--- src/rtl/fifo_queue_pkg.sv ---
// Shared constants and width helpers for the fifo_queue block.
//   DefDataCount / DefDataWidth : default depth and word width
//   count_width(n)              : bits needed to hold a fill count 0..n
//   ptr_width(n)                : bits needed to index 0..n-1, never less than 1
package fifo_queue_pkg;

    localparam int unsigned DefDataCount = 3;
    localparam int unsigned DefDataWidth = 16;

    function automatic int unsigned count_width(input int unsigned n);
        return $clog2(n + 1);
    endfunction

    function automatic int unsigned ptr_width(input int unsigned n);
        return (n < 2) ? 1 : $clog2(n);
    endfunction

endpackage

--- src/rtl/fifo_ptr_wrap.sv ---
// Circular pointer for fifo_queue: counts 0..data_count-1 and wraps by explicit
// compare, so depths that are not powers of two work.
//   clock   : rising-edge clock
//   reset_n : asynchronous active-low reset, pointer returns to 0
//   advance : step the pointer by one on this edge
//   ptr     : current pointer value
module fifo_ptr_wrap
    import fifo_queue_pkg::*;
#(
    parameter int unsigned data_count = DefDataCount
) (
    input  logic                            clock,
    input  logic                            reset_n,
    input  logic                            advance,
    output logic [ptr_width(data_count)-1:0] ptr
);

    localparam int unsigned PtrW = ptr_width(data_count);

    logic [PtrW-1:0] r_ptr;
    logic [PtrW-1:0] w_ptr_d;

    always_comb begin
        w_ptr_d = r_ptr;
        if (advance) begin
            if (r_ptr == PtrW'(data_count - 1)) begin
                w_ptr_d = '0;
            end else begin
                w_ptr_d = r_ptr + PtrW'(1);
            end
        end
    end

    always_ff @(posedge clock or negedge reset_n) begin
        if (!reset_n) begin
            r_ptr <= '0;
        end else begin
            r_ptr <= w_ptr_d;
        end
    end

    assign ptr = r_ptr;

endmodule

--- src/rtl/fifo_queue.sv ---
// Circular-buffer FIFO with fill count, overflow/underflow pulses and a
// registered read port.
//   clock, reset_n     : rising-edge clock, asynchronous active-low reset
//   push, data_in      : enqueue request and word
//   pop                : dequeue request
//   data_out           : word dequeued on the previous edge (0 after a rejected pop)
//   data_valid         : data_out carries a word dequeued on the previous edge
//   empty, full, count : fill state decoded from the registered count
//   overflow/underflow : one-cycle pulse per rejected push/pop
module fifo_queue
    import fifo_queue_pkg::*;
#(
    parameter int unsigned data_count = DefDataCount,
    parameter int unsigned data_width = DefDataWidth
) (
    input  logic                              clock,
    input  logic                              reset_n,
    input  logic                              push,
    input  logic                              pop,
    input  logic [data_width-1:0]             data_in,
    output logic [data_width-1:0]             data_out,
    output logic                              data_valid,
    output logic                              empty,
    output logic                              full,
    output logic [count_width(data_count)-1:0] count,
    output logic                              overflow,
    output logic                              underflow
);

    localparam int unsigned CntW = count_width(data_count);
    localparam int unsigned PtrW = ptr_width(data_count);

    logic [data_width-1:0] r_mem [data_count];
    logic [CntW-1:0]       r_count;
    logic [CntW-1:0]       w_count_d;
    logic [PtrW-1:0]       w_wr_ptr;
    logic [PtrW-1:0]       w_rd_ptr;
    logic                  w_empty;
    logic                  w_full;
    logic                  w_push_ok;
    logic                  w_pop_ok;
    logic [data_width-1:0] r_data_out;
    logic                  r_data_valid;
    logic                  r_overflow;
    logic                  r_underflow;

    assign w_empty = (r_count == '0);
    assign w_full  = (r_count == CntW'(data_count));

    // A pop at full frees the slot being written, so the push is still taken.
    assign w_push_ok = push && (!w_full || pop);
    assign w_pop_ok  = pop && !w_empty;

    always_comb begin
        w_count_d = r_count;
        if (w_push_ok && !w_pop_ok) begin
            w_count_d = r_count + CntW'(1);
        end else if (!w_push_ok && w_pop_ok) begin
            w_count_d = r_count - CntW'(1);
        end
    end

    fifo_ptr_wrap #(
        .data_count(data_count)
    ) u_wr_ptr (
        .clock  (clock),
        .reset_n(reset_n),
        .advance(w_push_ok),
        .ptr    (w_wr_ptr)
    );

    fifo_ptr_wrap #(
        .data_count(data_count)
    ) u_rd_ptr (
        .clock  (clock),
        .reset_n(reset_n),
        .advance(w_pop_ok),
        .ptr    (w_rd_ptr)
    );

    // Storage is not reset; contents are meaningless until written.
    always_ff @(posedge clock) begin
        if (w_push_ok) begin
            r_mem[w_wr_ptr] <= data_in;
        end
    end

    always_ff @(posedge clock or negedge reset_n) begin
        if (!reset_n) begin
            r_count      <= '0;
            r_data_out   <= '0;
            r_data_valid <= 1'b0;
            r_overflow   <= 1'b0;
            r_underflow  <= 1'b0;
        end else begin
            r_count      <= w_count_d;
            r_data_valid <= w_pop_ok;
            r_overflow   <= push && w_full && !pop;
            r_underflow  <= pop && w_empty;
            // Old mem[rd_ptr] is read even when the same slot is written this edge.
            if (w_pop_ok) begin
                r_data_out <= r_mem[w_rd_ptr];
            end else if (pop) begin
                r_data_out <= '0;
            end
        end
    end

    assign data_out   = r_data_out;
    assign data_valid = r_data_valid;
    assign empty      = w_empty;
    assign full       = w_full;
    assign count      = r_count;
    assign overflow   = r_overflow;
    assign underflow  = r_underflow;

endmodule

--- config.mk ---
export PLATFORM = sky130hd
export DESIGN_NAME = fifo_queue
export DESIGN_NICKNAME = d
export VERILOG_FILES = /design/src/rtl/fifo_queue_pkg.sv /design/src/rtl/fifo_ptr_wrap.sv /design/src/rtl/fifo_queue.sv
export SDC_FILE = /design/constraint.sdc
export NUM_CORES = 1
export LEC_CHECK = 0
export CAP_MARGIN = 20
export CORE_AREA = 2 2 80 82
export DETAILED_ROUTE_END_ITERATION = 8
export DIE_AREA = 0 0 82 84
export HOLD_SLACK_MARGIN = 0.15
export PLACE_DENSITY = 0.69
export SETUP_SLACK_MARGIN = 0.2
export SLEW_MARGIN = 20
export SYNTH_ARGS = -nofsm -noshare
export SYNTH_HDL_FRONTEND = slang
export SYNTH_SLANG_ARGS = --single-unit
--- constraint.sdc ---
create_clock -name clock -period 2.7 [get_ports clock]
set_input_delay 0.27 -clock clock [delete_from_list [all_inputs] [get_ports clock]]
set_output_delay 0.27 -clock clock [all_outputs]
set_load 0.02 [all_outputs]
==> flow_metrics.py <==
metrics = {
    "run_status": {
        "outcome": "finished, final reports clean",
    },
    "global_route": {
        "grt_max_degree": 37,
        "gr-total-overflow": 0,
        "gr-usage-all-layers": 0.168,
        "antenna_found_initial": 0,
        "grt_pass1_vias": 1687,
        "grt_pass1_wl_um": 8160,
    },
    "finish": {
        "final_util": 0.601,
        "layout_common_cells": "edfxtp_1 (48), clkdlybuf4s50_1 (42), dfrtp_1 (25), inv_1 (21)",
        "drive_gt1_frac": 0.190,
        "syn_to_final_growth_pct": 26.1,
        "diodes": 0,
        "layout_commonest_cell": "edfxtp_1",
        "nNetsFinal": 263,
    },
    "detailed_routing": {
        "num_vias": 1676,
        "wl_met3_um": 153,
        "routed-wl-met2_um": 2740,
        "wl_per_cell_um": 15.9,
        "drtPass1Iterations": 4,
        "drc": 0,
        "drtIter0Drc": 115,
        "routed_wl_um": 5150,
        "ant_nets": 0,
        "avgViaCountPerCell": 5.17,
        "top_layer_used": "met4",
        "drt-met1-wl_um": 2150,
    },
    "timing": {
        "fin_skew_ns": 0.00893,
        "rsz0062_at_grt": "false",
        "finalSetupTns_ns": 0,
        "final.min_clock_period_ns": 2.20,
        "slew_violations": 0,
        "period_share": 0.816,
        "timing.fmax_mhz": 454,
        "finalHoldViolCount": 0,
        "holdWs_ns": 0.303,
        "setup_violations": 0,
        "maxSlewHeadroom": 0.611,
        "worst_pin_slew_ns": 0.583,
    },
    "floorplanning": {
        "die_x_um": 82,
        "placeableCoreArea_sq_um": 6100,
        "die_area_sq_um": 6890,
        "io_pins": 43,
        "initial_utilization": 0.477,
        "row_count": 29,
        "die_height_um": 84,
    },
    "setup_path": {
        "path_buf_inv": 3,
        "r2r.worst_path.cells": 4,
        "end_kind": "output port",
        "path_class": "reg -> out",
        "cp.arrival_ns": 1.93,
        "startpoint": "count[0]",
        "r2r_setup_slack_ns": 0.92,
        "crit_path_cell_trace": "or2_1, buf_4, inv_1, clkdlybuf4s50_1",
        "rr_endpoint": "data_out[6]",
        "cp-start-kind": "flop",
        "worstPathMaxFanout": 18,
        "crit_required_ns": 2.43,
        "worst_path_max_delay_cell": "clkdlybuf4s50_1",
        "cp_top_family": "buffers and inverters",
        "slowest_delay_ns": 0.60,
        "r2r-start": "u_rd_ptr.ptr[0]",
    },
    "logic_synthesis": {
        "syn_area_sq_um": 2910,
        "seq_area_frac_synth": 0.711,
        "ys.warnings.count": 0,
        "avgSynthCellArea_sq_um": 15.2,
        "synth_nets": 212,
        "ys_types": 27,
        "synth_cells": 191,
        "synth_seq_cells": 73,
    },
    "clocking": {
        "hold_buffers": 0,
        "cts.clk_slew.worst_paths_ns": 0.08,
        "cts_setup_buffers": 0,
        "clockBufferDepth": 2,
        "cts_tree": "done",
        "clock_sinks": 73,
        "h-tree-depth": 3,
        "cts_resized": 0,
        "cts_buffers": 9,
        "clock_latency_ns": 0.34,
        "root_buffer": "clkbuf_8",
    },
    "job": {
        "maxCapViolCount": 0,
    },
    "power_and_ir_drop": {
        "power.leakage_uw": 0.00138,
        "ir_worst_vdd_v": 0.000574,
        "powerDensity_nw_per_um2": 1110,
    },
    "placement": {
        "port_buffers": 42,
        "gp_congestion": 0.671,
        "dp_hpwl_um": 3150,
    },
    "min_path": {
        "hold_class": "in -> async",
    },
}
-- report_power, final --
group          switching, uW  leakage (uW)  internal [uW]
Sequential               206      0.000754           1530
Clock                    400      0.000105            546
Combinational            707      0.000519            683
Total                   1310       0.00138           2760
-- through the flow --
step	setup WS (ns)	power, uW	instance area (sq um)	instances
final	0.496	4070	3660	324
after global routing	0.418	4300	3660	324
after CTS	0.470	4120	3660	324
after detailed placement	0.545	3160	3440	308
after global placement	0.612	3130	3440	308
after floorplan	0.291	2600	2910	191
-- flip-flops by register name (all words and copies together), names as in the netlist --
name,count
r_mem,48
data_out,16
count,2
u_rd_ptr.ptr,2
u_wr_ptr.ptr,2
data_valid,1
overflow,1
underflow,1
-- cell type report --
type	count	area, sq um
clock inverter	6	91.3
multi-input combinational	86	693
timing repair buffer	51	500
tap	77	96.3
clock buffer	10	138
inverter	21	78.8
sequential	73	2070
fill	502	2430
-- per-layer routing --
metal  global-route usage  vias to the layer above
met3               0.0400                        9
met1                0.179                      842
met2                0.293                       30
met5                    0                        -
met4               0.0955                        0
li1                     -                      795
-- worst max path at each step --
stage / endpoint / depth (start not counted) / slack, ns
after floorplan: r_mem[2][0] / 3 / 0.29
after detailed placement: count[1] / 7 / 0.54
after global placement: count[1] / 7 / 0.61
after global routing: empty / 4 / 0.42
final: empty / 4 / 0.50
after CTS: empty / 4 / 0.47
-- synth_stat cells --
cell | count | area [sq um]
nor2b_1 | 2 | 12.5
o21ai_0 | 9 | 45.0
buf_6 | 1 | 11.3
a21o_2 | 1 | 8.76
dfrtp_1 | 25 | 626
buf_2 | 4 | 20.0
nand2b_1 | 16 | 100
mux2_4 | 7 | 105
nor3b_1 | 2 | 15.0
nand2_1 | 1 | 3.75
or2_1 | 1 | 6.26
ha_1 | 1 | 12.5
buf_12 | 1 | 20.0
nor2_1 | 2 | 7.51
buf_4 | 2 | 15.0
o21ai_1 | 9 | 45.0
inv_1 | 21 | 78.8
mux2_2 | 11 | 124
edfxtp_1 | 48 | 1440
o2111ai_1 | 16 | 140
xor2_1 | 2 | 17.5
nor3_1 | 2 | 10.0
o21ai_2 | 1 | 8.76
and2_1 | 1 | 6.26
nand4_1 | 1 | 6.26
xnor2_1 | 1 | 8.76
clkbuf_1 | 3 | 11.3
-- cells by family after synthesis --
group,Yosys count,synth area share
DFF,73,0.711
AOI/OAI and AO/OA,36,0.0852
buffers and inverters,32,0.0538
and+or+nand+nor,28,0.0577
muxes,18,0.0788
xor gates and xnor gates,3,0.00904
adders and majority gates,1,0.00430
-- worst reg2reg max path: cells and delay by family, from the launching register on --
kind	cells	cell delay [ns]
buf+inv	1	0.31
mux	1	0.36
compound gates	2	0.30
flops	1	0.69
Note: power is estimated with default switching activity, not from simulation.
